## src/rtl/plic_gateway_arb.sv

```systemverilog
// PLIC interrupt core: per-source level gateways feeding a registered
// priority arbiter that drives the hart's external interrupt and claim id.
module plic_gateway_arb #(
    parameter int IRQ_NUM  = 21,
    parameter int IRQ_WID  = 5,
    parameter int PRIO_WID = 4
) (
    input  logic                         clk_i,
    input  logic                         rst_n_i,
    input  logic [IRQ_NUM-1:0]           irq_src_i,
    input  logic [IRQ_NUM*PRIO_WID-1:0]  prio_i,
    input  logic [IRQ_NUM-1:0]           ie_i,
    input  logic [PRIO_WID-1:0]          thold_i,
    input  logic                         claim_i,
    input  logic                         complete_i,
    input  logic [IRQ_WID-1:0]           complete_id_i,
    output logic [IRQ_NUM-1:0]           ip_o,
    output logic [IRQ_WID-1:0]           claim_id_o,
    output logic                         ext_irq_o
);

    typedef enum logic [1:0] {
        GW_IDLE = 2'd0,
        GW_PEND = 2'd1,
        GW_INFL = 2'd2
    } gw_state_t;

    gw_state_t gw_q [IRQ_NUM];
    gw_state_t gw_d [IRQ_NUM];

    logic [IRQ_WID-1:0]  win_id;
    logic [PRIO_WID-1:0] win_prio;

    logic [IRQ_WID-1:0]  win_id_p1;
    logic [PRIO_WID-1:0] win_prio_p1;
    logic [PRIO_WID-1:0] thold_p1;
    logic                vld_p1;

    logic claim_fire;

    // Source 0 is reserved and its priority slot is never arbitrated.
    logic unused_bits;
    assign unused_bits = ^{irq_src_i[0], ie_i[0], prio_i[PRIO_WID-1:0]};

    // A read only claims when an interrupt is actually being presented.
    assign claim_fire = claim_i & vld_p1;

    always_comb begin
        for (int i = 0; i < IRQ_NUM; i++) begin
            gw_d[i] = gw_q[i];
        end
        for (int i = 1; i < IRQ_NUM; i++) begin
            case (gw_q[i])
                GW_IDLE: begin
                    if (irq_src_i[i]) gw_d[i] = GW_PEND;
                end
                GW_PEND: begin
                    if (claim_fire && (win_id_p1 == IRQ_WID'(i))) gw_d[i] = GW_INFL;
                end
                GW_INFL: begin
                    // Out-of-range and zero ids match no gateway and fall through.
                    if (complete_i && (complete_id_i == IRQ_WID'(i))) gw_d[i] = GW_IDLE;
                end
                default: gw_d[i] = GW_IDLE;
            endcase
        end
        gw_d[0] = GW_IDLE;
    end

    always_ff @(posedge clk_i or negedge rst_n_i) begin
        if (!rst_n_i) begin
            for (int i = 0; i < IRQ_NUM; i++) begin
                gw_q[i] <= GW_IDLE;
            end
        end else begin
            for (int i = 0; i < IRQ_NUM; i++) begin
                gw_q[i] <= gw_d[i];
            end
        end
    end

    always_comb begin
        ip_o = '0;
        for (int i = 1; i < IRQ_NUM; i++) begin
            ip_o[i] = (gw_q[i] == GW_PEND);
        end
    end

    // Strict greater-than keeps the lowest id on a priority tie; a zero
    // priority can never beat the initial zero and so never wins.
    always_comb begin
        win_id   = '0;
        win_prio = '0;
        for (int i = 1; i < IRQ_NUM; i++) begin
            if (ip_o[i] && ie_i[i] && (prio_i[i*PRIO_WID +: PRIO_WID] > win_prio)) begin
                win_prio = prio_i[i*PRIO_WID +: PRIO_WID];
                win_id   = IRQ_WID'(i);
            end
        end
    end

    // ---- stage p1: registered winner, threshold and presentation ----
    always_ff @(posedge clk_i or negedge rst_n_i) begin
        if (!rst_n_i) begin
            win_id_p1   <= '0;
            win_prio_p1 <= '0;
            thold_p1    <= '0;
            vld_p1      <= 1'b0;
        end else begin
            thold_p1 <= thold_i;
            if (claim_fire) begin
                // One-cycle bubble so the just-claimed id cannot be offered again.
                win_id_p1   <= '0;
                win_prio_p1 <= '0;
                vld_p1      <= 1'b0;
            end else begin
                win_id_p1   <= win_id;
                win_prio_p1 <= win_prio;
                vld_p1      <= (win_prio > thold_i);
            end
        end
    end

    assign ext_irq_o  = vld_p1;
    assign claim_id_o = vld_p1 ? win_id_p1 : '0;

endmodule

```

## config.mk

```make
export PLATFORM = sky130hd
export DESIGN_NAME = plic_gateway_arb
export DESIGN_NICKNAME = d
export VERILOG_FILES = /design/src/rtl/plic_gateway_arb.sv
export SDC_FILE = /design/constraint.sdc
export NUM_CORES = 1
export LEC_CHECK = 0
export CAP_MARGIN = 0
export CORE_MARGIN = 1.5
export CORE_UTILIZATION = 52
export DETAILED_ROUTE_END_ITERATION = 6
export PLACE_DENSITY = 0.8
export SLEW_MARGIN = 20
export SYNTH_ARGS = -nofsm -noshare
export SYNTH_HDL_FRONTEND = slang
export SYNTH_SLANG_ARGS = --single-unit
```

## constraint.sdc

```tcl
create_clock -name clk_i -period 34.8 [get_ports clk_i]
set_input_delay 6.96 -clock clk_i [delete_from_list [all_inputs] [get_ports clk_i]]
set_output_delay 6.96 -clock clk_i [all_outputs]
set_load 0.05 [all_outputs]
```

==> out/qor.csv, run 1 <==
metric;value;unit
Post-Syn Area per Cell;7.54;um2
Port Buf Inserts;158;
gpl congestion;0.899;
synthesized net count;1148;
GRT Resource Usage Total;75.6;%
synth warn;0;
post-synthesis async set-or-reset flop share;100;%
# IOs;166;
CTS max path bufs;2;
Worst-path end type;register data pin;
Die Wd;120;um
Cell variety after synth;104;
Yosys top cell area share;16.1;%
Num Clock Sinks;46;
pin count of the biggest net entering global routing;47;
Most used DFF post-synth;dfrtp_1;
sequential area share after synthesis;16.1;%
Root Driver;clkbuf_16;
Worst Endpoint after GRT Repair;ext_irq_o$_DFF_PN0_/D;
H-tree Lvls;2;
Initial Util;53.5;%
total CTS buffers;5;
status;stopped before the end;
count leader, synth;nand2_1;
total gr overflow;116;
cell count after synthesis;947;
ranking of synthesized cells by area;dfrtp_1 16%, ha_1 11%, nand2_1 4.9%;
Synth Register Bits;46;
Detail Placement HPWL;18.7;mm
Error;[ERROR GRT-0232] Routing congestion too high. Check the congestion heatmap in the GUI.;
Hold Buf Count CTS;0;
Post-Synthesis Cell Area;7140;um2
row count;42;
Post-synth EDFFs;0;
most common library cells after synthesis;93 x nand2_1, 78 x nor2_1, 76 x inv_1;
Die Height;120;um
Stop stage;global routing (5_1_grt);
dominant cell type by area after synthesis;dfrtp_1;
## routing by layer
layer	global-route usage (%)	overflow
met1	71.2	0
met2	96.3	63
met3	58.3	2
met4	83.0	51
met5	15.8	0
## stage by stage
| step | worst slack [ps] | TNS [ps] | hold slack, ps | area [um2] | std cells |
|---|---|---|---|---|---|
| 3_5_place_dp | -2050 | -7730 | 443 | 10700 | 1432 |
| 3_3_place_gp | -1480 | -4590 | 439 | 10700 | 1432 |
| 4_1_cts | -631 | -631 | 451 | 12100 | 1545 |
| 2_1_floorplan | -520 | -520 | 418 | 7710 | 947 |
## cells by family after synthesis
| family | count (synthesis) | share of synthesized area (%) |
|---|---|---|
| simple gates | 394 | 28.6 |
| fa+ha+maj | 64 | 11.1 |
| flops | 46 | 16.1 |
| buf+inv | 117 | 7.41 |
| xor+xnor | 10 | 1.23 |
| mux | 41 | 6.37 |
| other cells | 1 | 0.0525 |
| compound gates | 274 | 29.1 |
## timing repair
item,in CTS
resized for setup,98
setup endpoints to repair,6
endpoints found under the hold margin,0
pin swaps,118
setup buffers,105
==> run 2: changes to the inputs <==
- CORE_UTILIZATION: 52 -> 40
- PLACE_DENSITY: 0.8 -> not set
- PLACE_DENSITY_LB_ADDON: not set -> 0.15
==> out/qor.csv, run 2 <==
metric;value;unit;change
synth warn;0;;unchanged
crit path DAT;35570;ps;
Port Buf Inserts;158;;unchanged
die area;18700;um2;
largest fanout on the critical path;6;;
cell count after synthesis;947;;unchanged
# DRC;0;;
number of max-cap violations;0;;
xor and xnor area share after synthesis;1.23;%;unchanged
largest family of logic cells by synthesized area;compound AO/OA/AOI/OAI gates;;unchanged
Post-Syn Area per Cell;7.54;um2;unchanged
Initial Util;41.2;%;was 53.5%
row count;48;;was 42
Routed WL per cell;16.4;um;
ranking of synthesized cells by area;dfrtp_1 16%, ha_1 11%, nand2_1 4.9%;;unchanged
Post-synth EDFFs;0;;unchanged
gpl congestion;0.900;;was 0.899
count leader, synth;nand2_1;;unchanged
final worst slack;-589;ps;
Core Util, Final;73.4;%;
WP data required;34980;ps;
Via Count;8987;;
CTS tree;done;;
Most used DFF post-synth;dfrtp_1;;unchanged
Inst Count DP;1493;;was 1,432
Fin Hold WS;453;ps;
Post-Synthesis Cell Area;7140;um2;unchanged
Simple-Gate Fraction of Synth Area;28.6;%;unchanged
failing checks;negative setup slack;;
Post-Route WL;26.3;mm;
Yosys top cell area share;16.1;%;unchanged
Setup Skew;5.72;ps;
Final nets;1579;;
CP max stage cell;or4_4;;
fraction of layout cells with a size suffix above 1;42.2;%;
Routed Antenna Nets;0;;
drt pass-1 iters;5;;
RSZ-0062 raised after global routing;true;;
worst-margin pin slew;1010;ps;
CTS max path bufs;2;;unchanged
core area;17400;um2;
Root Driver;clkbuf_16;;unchanged
vias in the first global route;8754;;
crit share post-route;102;%;
CP most frequent cell;ha_4;;
fin cells;1604;;
commonest cells after routing, fill and taps aside;289 x buf_4, 148 x clkdlybuf4s50_1, 82 x nand2_1, 64 x nor2_1, 57 x inv_1;;
Setup crit end kind;flip-flop;;
hold crit path type;flip-flop to flip-flop;;
setup tns final;-1450;ps;
total gr overflow;0;;
sequential area share after synthesis;16.1;%;unchanged
Cell variety after synth;104;;unchanged
H-tree Lvls;2;;unchanged
post-synthesis adder-cell area fraction;11.1;%;unchanged
status;finished with violations;;was stopped before the end
Slew HR;31.9;%;
endpoints failing setup;6;;
Hold Buf Count CTS;0;;unchanged
Final min period;35390;ps;
worst skew pair latency;290;ps;
Worst path max stage delay;430;ps;
most common library cells after synthesis;93 x nand2_1, 78 x nor2_1, 76 x inv_1;;unchanged
max FFs per register;40;;
# IOs;166;;unchanged
mux share of post-synthesis cell area;6.37;%;unchanged
Area Overhead vs Synth;78.3;%;
clk slew on worst S/H paths;70;ps;
antenna cells;0;;
Die Height;137;um;was 120 um
setup slack, reg-to-reg;5670;ps;
Num Clock Sinks;46;;unchanged
Most flops, register;gw_q;;
Compound-Gate Fraction of Synth Area;29.1;%;unchanged
Die Wd;137;um;was 120 um
initial antenna violation count;1;;
fmax;28.3;MHz;
total CTS buffers;5;;unchanged
fin. max-slew vios;0;;
dominant cell type by area after synthesis;dfrtp_1;;unchanged
post-synthesis async set-or-reset flop share;100;%;unchanged
vias per cell;5.60;;
first-pass GRT wire length;41.0;mm;
Detail Placement HPWL;19.3;mm;was 18.7 mm
WS Path Type;primary input to flip-flop;;
synthesized net count;1148;;unchanged
GRT Resource Usage Total;26.7;%;
Iter 0 DRT Violations;454;;
commonest non-fill, non-tap cell in the layout;buf_4;;
crit path launch type;primary input;;
Synth Register Bits;46;;unchanged
pin count of the biggest net entering global routing;47;;
Fin. Hold Viols;0;;
run 2: cell counts after synthesis:
No cell type changed its count.
run 2: kinds of logic after synthesis:
| family | Yosys count |
|---|---|
| fa+ha+maj | 64 |
| flops | 46 |
| buf+inv | 117 |
| compound gates | 274 |
| xor+xnor | 10 |
| other cells | 1 |
| mux | 41 |
| simple gates | 394 |
run 2: worst max-delay path, delay by kind of cell:
kind                       cells  cell delay, ps
and+or+nand+nor               47            6890
adders and majority gates     22            4780
AOI/OAI and AO/OA             66           11580
muxes                         11            3210
buffers and inverters         23            2060
run 2: final timing paths:
path,from,end,depth (start not counted)
min reg2reg,gw_q[15]$_DFFE_PN0P_,gw_q[14]$_DFFE_PN0P_,1
max in group asynchronous,rst_n_i,gw_q[0]$_DFFE_PN0P_,1
max,ie_i[1],ext_irq_o$_DFF_PN0_,169
max reg2reg,gw_q[39]$_DFFE_PN0P_,ext_irq_o$_DFF_PN0_,168
min in group asynchronous,rst_n_i,gw_q[39]$_DFFE_PN0P_,1
min,gw_q[15]$_DFFE_PN0P_,gw_q[14]$_DFFE_PN0P_,1
run 2: per-stage QoR:
stage	area, um2	setup slack, ps
after floorplan	7710	-520
after detailed placement	10800	-1910
after CTS	12100	-389
after global placement	10800	-1580
final	12700	-589
after global routing	12700	-1920
run 2: per-layer routing:
layer	share of wire (%)	vias to the layer above	track usage (%)
met1	44	4280	34.4
met2	50	261	47.8
met3	4.9	42	3.15
met5	0.049	-	0
li1	-	4402	-
met4	1.8	2	5.44
run 2: repair_timing:
item / CTS / global route
setup buffers: 73 / 40
pin swaps: 114 / 87
gates resized for setup: 132 / 90
endpoints found under the setup margin: 6 / 6
run 2: layout make-up:
type,count,area [um2]
sequential,46,1150
tap,225,282
clock inverter,3,21.3
multi-input combinational,784,6920
fill,1308,4620
clock buffer,5,125
timing repair buffer,464,3940
inverter,77,297
Power of run 2 is left out: the tool's default activity adds up to more than one toggle a clock period on the data nets, which glitch-free logic cannot reach.
